## src/rtl/wb_cmd_master_if.sv

```systemverilog
// Command/response handshake and Wishbone classic master bus bundle.
// The master modport is the command master's view; slave is the peer's view
// (command source, response sink and Wishbone slave together).
interface wb_cmd_master_if;
    // Command channel
    logic        cmd_valid;
    logic        cmd_ready;
    logic        cmd_we;
    logic [31:0] cmd_adr;
    logic [31:0] cmd_dat;
    logic [3:0]  cmd_sel;

    // Response channel
    logic        rsp_valid;
    logic        rsp_ready;
    logic [31:0] rsp_dat;
    logic        rsp_err;

    // Wishbone classic master side
    logic        wbm_cyc_o;
    logic        wbm_stb_o;
    logic        wbm_we_o;
    logic [3:0]  wbm_sel_o;
    logic [31:0] wbm_adr_o;
    logic [31:0] wbm_dat_o;
    logic [31:0] wbm_dat_i;
    logic        wbm_ack_i;
    logic        wbm_err_i;

    // Aborted-access statistics
    logic [7:0]  err_count;

    modport master (
        input  cmd_valid, cmd_we, cmd_adr, cmd_dat, cmd_sel,
        output cmd_ready,
        output rsp_valid, rsp_dat, rsp_err,
        input  rsp_ready,
        output wbm_cyc_o, wbm_stb_o, wbm_we_o, wbm_sel_o, wbm_adr_o, wbm_dat_o,
        input  wbm_dat_i, wbm_ack_i, wbm_err_i,
        output err_count
    );

    modport slave (
        output cmd_valid, cmd_we, cmd_adr, cmd_dat, cmd_sel,
        input  cmd_ready,
        input  rsp_valid, rsp_dat, rsp_err,
        output rsp_ready,
        input  wbm_cyc_o, wbm_stb_o, wbm_we_o, wbm_sel_o, wbm_adr_o, wbm_dat_o,
        output wbm_dat_i, wbm_ack_i, wbm_err_i,
        input  err_count
    );
endinterface

```

## src/rtl/wb_cmd_master.sv

```systemverilog
// Single-outstanding command-to-Wishbone-classic bridge.
// Accepts one command, runs one bus access (with optional strobe timeout),
// then holds the response until the consumer takes it.
module wb_cmd_master #(
    parameter int unsigned TIMEOUT = 255
) (
    input logic             clk,
    input logic             rst,
    wb_cmd_master_if.master bus
);

    typedef enum logic [1:0] {StIdle, StBus, StResp} state_e;

    localparam bit          TimeoutEn = (TIMEOUT != 0);
    localparam logic [31:0] CntLast   = TimeoutEn ? 32'(TIMEOUT - 1) : 32'd0;

    state_e      state_q;
    logic [31:0] cnt_q;
    logic        abort;
    logic        done;

    // Only cmd_ready is combinational: it is a pure decode of the state register.
    assign bus.cmd_ready = (state_q == StIdle);

    // Error wins over ack; timeout only fires on a cycle with no slave response.
    always_comb begin
        abort = bus.wbm_err_i ||
                (TimeoutEn && (cnt_q == CntLast) && !bus.wbm_ack_i);
        done  = abort || bus.wbm_ack_i;
    end

    // Main FSM with all bus and response outputs registered.
    always_ff @(posedge clk) begin
        if (rst) begin
            state_q       <= StIdle;
            cnt_q         <= 32'd0;
            bus.wbm_cyc_o <= 1'b0;
            bus.wbm_stb_o <= 1'b0;
            bus.wbm_we_o  <= 1'b0;
            bus.wbm_sel_o <= 4'd0;
            bus.wbm_adr_o <= 32'd0;
            bus.wbm_dat_o <= 32'd0;
            bus.rsp_valid <= 1'b0;
            bus.rsp_dat   <= 32'd0;
            bus.rsp_err   <= 1'b0;
            bus.err_count <= 8'd0;
        end else begin
            unique case (state_q)
                StIdle: begin
                    if (bus.cmd_valid) begin
                        bus.wbm_we_o  <= bus.cmd_we;
                        bus.wbm_adr_o <= bus.cmd_adr;
                        bus.wbm_dat_o <= bus.cmd_dat;
                        bus.wbm_sel_o <= bus.cmd_sel;
                        bus.wbm_cyc_o <= 1'b1;
                        bus.wbm_stb_o <= 1'b1;
                        cnt_q         <= 32'd0;
                        state_q       <= StBus;
                    end
                end
                StBus: begin
                    if (done) begin
                        bus.wbm_cyc_o <= 1'b0;
                        bus.wbm_stb_o <= 1'b0;
                        bus.rsp_valid <= 1'b1;
                        bus.rsp_err   <= abort;
                        // Read data is only meaningful on a clean read ack.
                        bus.rsp_dat   <= (abort || bus.wbm_we_o) ? 32'd0 : bus.wbm_dat_i;
                        if (abort && (bus.err_count != 8'hFF)) begin
                            bus.err_count <= bus.err_count + 8'd1;
                        end
                        state_q       <= StResp;
                    end else begin
                        cnt_q <= cnt_q + 32'd1;
                    end
                end
                StResp: begin
                    if (bus.rsp_ready) begin
                        bus.rsp_valid <= 1'b0;
                        state_q       <= StIdle;
                    end
                end
                default: begin
                    state_q <= StIdle;
                end
            endcase
        end
    end

endmodule

```

## src/flat_wrapper.sv

```systemverilog
// flat-port wrapper written by rule: the top's interface ports become plain ports
module wb_cmd_master_flat 
#(
    parameter int unsigned TIMEOUT = 255
)
  (clk, rst, bus_cmd_valid, bus_cmd_we, bus_cmd_adr, bus_cmd_dat, bus_cmd_sel, bus_cmd_ready, bus_rsp_valid, bus_rsp_dat, bus_rsp_err, bus_rsp_ready, bus_wbm_cyc_o, bus_wbm_stb_o, bus_wbm_we_o, bus_wbm_sel_o, bus_wbm_adr_o, bus_wbm_dat_o, bus_wbm_dat_i, bus_wbm_ack_i, bus_wbm_err_i, bus_err_count);
  wb_cmd_master_if bus_i ();
  input logic clk;
  input logic rst;
  input wire logic [$bits(bus_i.cmd_valid)-1:0] bus_cmd_valid;
  input wire logic [$bits(bus_i.cmd_we)-1:0] bus_cmd_we;
  input wire logic [$bits(bus_i.cmd_adr)-1:0] bus_cmd_adr;
  input wire logic [$bits(bus_i.cmd_dat)-1:0] bus_cmd_dat;
  input wire logic [$bits(bus_i.cmd_sel)-1:0] bus_cmd_sel;
  output wire logic [$bits(bus_i.cmd_ready)-1:0] bus_cmd_ready;
  output wire logic [$bits(bus_i.rsp_valid)-1:0] bus_rsp_valid;
  output wire logic [$bits(bus_i.rsp_dat)-1:0] bus_rsp_dat;
  output wire logic [$bits(bus_i.rsp_err)-1:0] bus_rsp_err;
  input wire logic [$bits(bus_i.rsp_ready)-1:0] bus_rsp_ready;
  output wire logic [$bits(bus_i.wbm_cyc_o)-1:0] bus_wbm_cyc_o;
  output wire logic [$bits(bus_i.wbm_stb_o)-1:0] bus_wbm_stb_o;
  output wire logic [$bits(bus_i.wbm_we_o)-1:0] bus_wbm_we_o;
  output wire logic [$bits(bus_i.wbm_sel_o)-1:0] bus_wbm_sel_o;
  output wire logic [$bits(bus_i.wbm_adr_o)-1:0] bus_wbm_adr_o;
  output wire logic [$bits(bus_i.wbm_dat_o)-1:0] bus_wbm_dat_o;
  input wire logic [$bits(bus_i.wbm_dat_i)-1:0] bus_wbm_dat_i;
  input wire logic [$bits(bus_i.wbm_ack_i)-1:0] bus_wbm_ack_i;
  input wire logic [$bits(bus_i.wbm_err_i)-1:0] bus_wbm_err_i;
  output wire logic [$bits(bus_i.err_count)-1:0] bus_err_count;
  assign bus_i.cmd_valid = bus_cmd_valid;
  assign bus_i.cmd_we = bus_cmd_we;
  assign bus_i.cmd_adr = bus_cmd_adr;
  assign bus_i.cmd_dat = bus_cmd_dat;
  assign bus_i.cmd_sel = bus_cmd_sel;
  assign bus_cmd_ready = bus_i.cmd_ready;
  assign bus_rsp_valid = bus_i.rsp_valid;
  assign bus_rsp_dat = bus_i.rsp_dat;
  assign bus_rsp_err = bus_i.rsp_err;
  assign bus_i.rsp_ready = bus_rsp_ready;
  assign bus_wbm_cyc_o = bus_i.wbm_cyc_o;
  assign bus_wbm_stb_o = bus_i.wbm_stb_o;
  assign bus_wbm_we_o = bus_i.wbm_we_o;
  assign bus_wbm_sel_o = bus_i.wbm_sel_o;
  assign bus_wbm_adr_o = bus_i.wbm_adr_o;
  assign bus_wbm_dat_o = bus_i.wbm_dat_o;
  assign bus_i.wbm_dat_i = bus_wbm_dat_i;
  assign bus_i.wbm_ack_i = bus_wbm_ack_i;
  assign bus_i.wbm_err_i = bus_wbm_err_i;
  assign bus_err_count = bus_i.err_count;
  wb_cmd_master #(.TIMEOUT(TIMEOUT)) u_core (.clk(clk), .rst(rst), .bus(bus_i));
endmodule
```

## config.mk

```make
export PLATFORM = sky130hd
export DESIGN_NAME = wb_cmd_master_flat
export DESIGN_NICKNAME = d
export VERILOG_FILES = /design/src/rtl/wb_cmd_master_if.sv /design/src/rtl/wb_cmd_master.sv /design/src/flat_wrapper.sv
export SDC_FILE = /design/constraint.sdc
export NUM_CORES = 1
export LEC_CHECK = 0
export CORE_ASPECT_RATIO = 1.4
export CORE_UTILIZATION = 48
export CTS_BUF_LIST = sky130_fd_sc_hd__clkbuf_4 sky130_fd_sc_hd__clkbuf_8 sky130_fd_sc_hd__clkbuf_16
export DETAILED_ROUTE_END_ITERATION = 10
export PLACE_DENSITY = 0.88
export SYNTH_ARGS = -nofsm -noshare
export SYNTH_HDL_FRONTEND = slang
export SYNTH_SLANG_ARGS = --single-unit
```

## constraint.sdc

```tcl
create_clock -name clk -period 4.3 [get_ports clk]
set_input_delay 0.86 -clock clk [delete_from_list [all_inputs] [get_ports clk]]
set_output_delay 0.86 -clock clk [all_outputs]
set_load 0.01 [all_outputs]
```

After elaboration in Yosys (flattened, before gate mapping)

Index checks and enable logic that the tools add are counted.
W data, S select, Z words.

Add/sub/neg operators: 2
Equal/unequal tests: 8
Multiplexer cells: 14
Reductions and logical operators: 16

Operator list:

| cell                    | count |
|---|---|
| $mux W32                | 3 |
| $pmux W32 S2            | 1 |
| $add A32 B1 Y32 const B | 1 |
| $eq A32 B8 Y1 const B   | 1 |
| $reduce_and A3 Y1       | 5 |
| $add A8 B1 Y8 const B   | 1 |
| $ne A8 B8 Y1 const B    | 1 |
| $mux W2                 | 3 |
| $ne A2 B2 Y1 const B    | 3 |
| $pmux W2 S3             | 1 |
| $mux W1                 | 4 |
| $pmux W1 S2             | 2 |
| $reduce_and A2 Y1       | 2 |
| $reduce_bool A2 Y1      | 2 |
| $logic_or A1 B1 Y1      | 3 |
| $eq A2 B1 Y1 const B    | 1 |
| $eq A2 B2 Y1 const B    | 1 |
| $logic_and A1 B1 Y1     | 2 |
| $logic_not A2 Y1        | 1 |
| $ne A2 B1 Y1 const B    | 1 |
| $logic_not A1 Y1        | 1 |

Bits in registers: 146
Bits of input ports: 107
Output and inout port bits: 114
Logic and storage cells: 51

Longest topological paths before layout

Word-level depth: 6
Gate-level depth with buffers: 11
Depth with buffers taken out: 8

Least setup slack after synthesis

OpenSTA, ideal clock, no wires.

Kind: in2reg
Start point: input bus_wbm_ack_i
End point: register u_core.bus.rsp_dat[10]
Library setup time: 0.117 ns
Arrival: 2.235 ns
Required time: 4.183 ns
Slack: 1.948 ns
Stages: 8
Buffers on the path: 2
Cell sequence: nor4b_1 > and4_1 > a311oi_4 > nand2b_4 > nor2b_4 > buf_6 > buf_6 > a22o_1

Longest elaborated chain between the ends: 5
Elaborated cells on any way between the ends: 7
Classes of those cells: 1 x mux; 6 x reduce/logical

Ends and longest elaborated chain:

| what                                                 | line                                     | source |
|---|---|---|
| start, declared                                      | flat_wrapper.sv:27                       | `input wire logic [$bits(bus_i.wbm_ack_i)-1:0] bus_wbm_ack_i;` |
| $logic_not A1 Y1                                     | wb_cmd_master.sv:28                      | `(TimeoutEn && (cnt_q == CntLast) && !bus.wbm_ack_i);` |
| $logic_and A1 B1 Y1                                  | wb_cmd_master.sv:28                      |  |
| $logic_or A1 B1 Y1                                   | wb_cmd_master.sv:27                      | `abort = bus.wbm_err_i \|\|` |
| $logic_or A1 B1 Y1, on equally long branches         | wb_cmd_master.sv:68, wb_cmd_master.sv:29 |  |
| $mux W32 / $reduce_and A2 Y1 (equally long branches) | --                                       |  |
| end signal, assigned                                 | wb_cmd_master.sv:68                      | `bus.rsp_dat <= (abort \|\| bus.wbm_we_o) ? 32'd0 : bus.wbm_dat_i;` |
| end, declared                                        | wb_cmd_master_if.sv:36                   | `output rsp_valid, rsp_dat, rsp_err,` |

Several ways; a longest one is shown, not always the timed one.
A chain may end at the register's enable or synchronous reset.

Worst setup path in the final report

Start point: input bus_wbm_ack_i
End point: register u_core.cnt_q[3]

Longest elaborated chain between the ends: 6

Ends and longest elaborated chain:

| what                                   | line                | source |
|---|---|---|
| $logic_not A1 Y1                       | wb_cmd_master.sv:28 |  |
| $logic_and A1 B1 Y1                    | wb_cmd_master.sv:28 |  |
| $logic_or A1 B1 Y1                     | wb_cmd_master.sv:27 |  |
| $logic_or A1 B1 Y1 (*)                 | wb_cmd_master.sv:29 | `done = abort \|\| bus.wbm_ack_i;` |
| $ne A2 B2 Y1 (no source line) (*)      | --                  |  |
| $reduce_and A3 Y1 (no source line) (*) | --                  |  |
| end signal, assigned                   | wb_cmd_master.sv:74 | `cnt_q <= cnt_q + 32'd1;` |
| end, declared                          | wb_cmd_master.sv:18 | `logic [31:0] cnt_q;` |

Every way passes the cells marked *; elsewhere a longest branch is shown, timed or not.

==> results.md <==
- TritonCTS Buffers: 17
- Area grow syn2layout: 47.9%
- Ys async rst share: 0%
- CTS root buf: clkbuf_16
- Netlist Area Pre-Place: 5870 sq um
- Synth cell types: 52
- DPL Wire Length: 12,200 microns
- TritonCTS clock tree: done
- Final Max Tran Viols: 0
- Total core area: 11,900 sq um
- Synth Instances: 689
- DRC viols: 0
- Clk Latency, worst-skew pair: 430 ps
- Synthesized Nets: 799
- Run status: finished clean
- Worst VDD drop: 269 uV
- Placement Setup Slack: 963 ps
- I/O Buffers: 220
- Row count: 47
- Placed inst area: 8080 sq um
- Post-Route WL: 18,400 microns
- Vias post-DR: 5,887
- Post-Route Skew: 14.6 ps
- First-pass GRT wire length: 28,000 microns
- Worst Hold Class: reg2reg
- Mapped Avg Cell Area: 8.52 sq um
- F_max: 0.328 GHz
- Worst Path Required: 4600 ps
- Die area: 12,700 sq um
- Count of final hold-check violations: 0
- Actual slew at the worst max-slew pin: 887 ps
- Iter 0 DRT Violations: 413
- Number of diodes: 0
- Critical path arrival: around 3400 ps
- Total track usage: approximately 29%
- Critical path launch point type: input pin
- Vias per cell: 5.64
- Clk sink count: between 100 and 150
- Gpl congestion: about 0.86
- Final hold slack: 451 ps
- 1st-pass router iterations: 5
- CTS Buffer Depth: 2
- Global route total overflow: 0
- Total Neg Setup Slack: 0 ps
- Worst Path Class, Setup: in2reg
- Power per Cell Area: 393 nW/um^2
- Most frequent cells in the layout: clkdlybuf4s50_1 (219), nand2_1 (167), dfxtp_1 (146)
- Crit path max fanout: 15
- Layout cells sized above 1: 6.13%
- WL per Instance: 17.6 microns
- Post-CTS Setup Repair Bufs: 0
- Part of the cycle the worst path needs: 70.9%
- CTS Hold Buffers Added: 0
- Post-synth top area cell: dfxtp_1
- Initial core utilization: 49.4%
- Setup ws final: 1250 ps
- Slew headroom: 40.8%
- Die Y: ~130 microns
- FF+latch count, synth: 146
- Number of synthesized flops with an enable pin: 0
- RSZ-0062 raised after global routing: false
- Top post-synthesis cells by area: dfxtp_1 (50%), nand2_1 (11%), a21oi_1 (7.5%)
- Number of global-route vias before repair: 5,567
- Initial antenna violation count: 0
- Final ANT Viol Nets: 0
- Clock-pin slew on the worst setup and hold paths: ~60 ps
- Post-route cell area: 8690 sq um
- Sequential share of the synthesized area: 49.8%
- Most common cell after layout, fill and taps aside: clkdlybuf4s50_1
- Die Wd: 95.5 microns
- Post-cts sizing count: 0
- Main synth FF type: dfxtp_1
- NumNets Final: roughly 1,000
- I/O Pins: 221
- Pin count of the biggest net entering global routing: slightly above 70
- Post-synth top area share: 49.8%
- Maxcap violations: 0
- Final setup fails: 0
- Min cycle time layout: 3050 ps
- Worst setup EP type: flop
- Lkg Pwr: 3.04 nW
- Synth Warn #: 0
- H-tree depth: 4
==> cell usage after synthesis (2+ instances only) <==
master	n
nand2_1	168
dfxtp_1	146
a21oi_1	88
clkbuf_1	35
a22o_1	32
nor2_1	30
nand3_1	23
o21ai_0	22
nor3_1	11
nor4_1	11
a31oi_1	10
nor2b_1	10
buf_2	8
nand4_1	7
xnor2_1	7
a311oi_1	6
o31ai_1	6
and2_1	5
a41oi_1	4
and3_1	4
buf_6	4
inv_1	4
or3_1	4
ha_1	3
nand3b_1	3
o41ai_1	3
a211oi_1	2
and4_1	2
buf_4	2
nand2b_1	2
nor3_4	2
nor4b_2	2
o211ai_1	2
or4_1	2
or4_4	2
==> per-stage QoR <==
step                      util (%)  total power [mW]  std cells
after floorplan                  -              1.66        689
after global placement        68.0              1.90       1013
after detailed placement      68.0              1.91       1013
after CTS                     73.1              3.41       1044
after global routing          73.1              3.51       1044
final                         73.1              3.41       1044
==> cells by family (layout without fill, tap and decap cells) <==
kind of cell,count (synthesis),count (layout),share of synthesized area (%)
flip-flops,146,146,49.8
adder cells (fa/ha/maj),3,3,0.639
AO/OA/AOI/OAI,182,182,20.0
multiplexers,1,1,0.170
XOR/XNOR,7,7,1.04
buffers and inverters,53,261,4.20
AND/OR/NAND/NOR,297,297,24.2
==> cell type report <==
class	count	area (sq um)
Timing Repair Buffer	226	2240
Inverter	4	15.0
Clock inverter	12	158
Tap cell	147	184
Multi-Input combinational cell	490	2720
Clock buffer	19	447
Sequential cell	146	2920
Fill cell	836	3190
==> flip-flops by register name, indices dropped and copies added, names as in the netlist <==
register / count
u_core.bus.wbm_adr_o: 32
u_core.bus.wbm_we_o: 1
u_core.bus.rsp_dat: 32
u_core.bus.rsp_valid: 1
u_core.bus.rsp_err: 1
u_core.bus.err_count: 8
u_core.bus.wbm_sel_o: 4
u_core.bus.wbm_dat_o: 32
u_core.cnt_q: 32
u_core.state_q: 2
u_core.bus.wbm_cyc_o: 1
==> power by group <==
group | leakage, nW | switching, mW | internal [mW] | total (mW)
combinational | 1.56 | 0.215 | 0.228 | 0.443
clock | 0.289 | 0.594 | 0.934 | 1.53
sequential | 1.19 | 0.0313 | 1.41 | 1.44
==> path summary, 6_finish.rpt <==
| path | to | cells after the start | start | slack, ps |
|---|---|---|---|---|
| worst min register to register | u_core.bus.wbm_dat_o[14] | 2 | u_core.bus.wbm_dat_o[14] | 450 |
| worst max-delay path | u_core.cnt_q[3] | 7 | bus_wbm_ack_i | 1250 |
| worst min-delay path | u_core.bus.wbm_dat_o[14] | 2 | u_core.bus.wbm_dat_o[14] | 450 |
| worst max register to register | u_core.cnt_q[30] | 7 | u_core.cnt_q[1] | 1410 |
==> worst max-delay path: stages <==
cell and delay [ps]:
clkdlybuf4s50_1 610, nor4b_1 90, and4_1 230, a311oi_4 370, and2_1 590, a41oi_1 230, a311oi_1 350
==> per-layer routing <==
| layer | wire length, microns | part of all wire [%] | global-route usage (%) | vias to the layer above |
|---|---|---|---|---|
| met5 | 0 | 0 | 0 | - |
| met1 | 6540 | 36 | 28.5 | 2745 |
| met2 | 9390 | 51 | 51.1 | 266 |
| li1 | - | - | - | 2818 |
| met3 | 1550 | 8.4 | 10.5 | 58 |
| met4 | 896 | 4.9 | 14.7 | 0 |
Power figures use the tool's default switching activity.
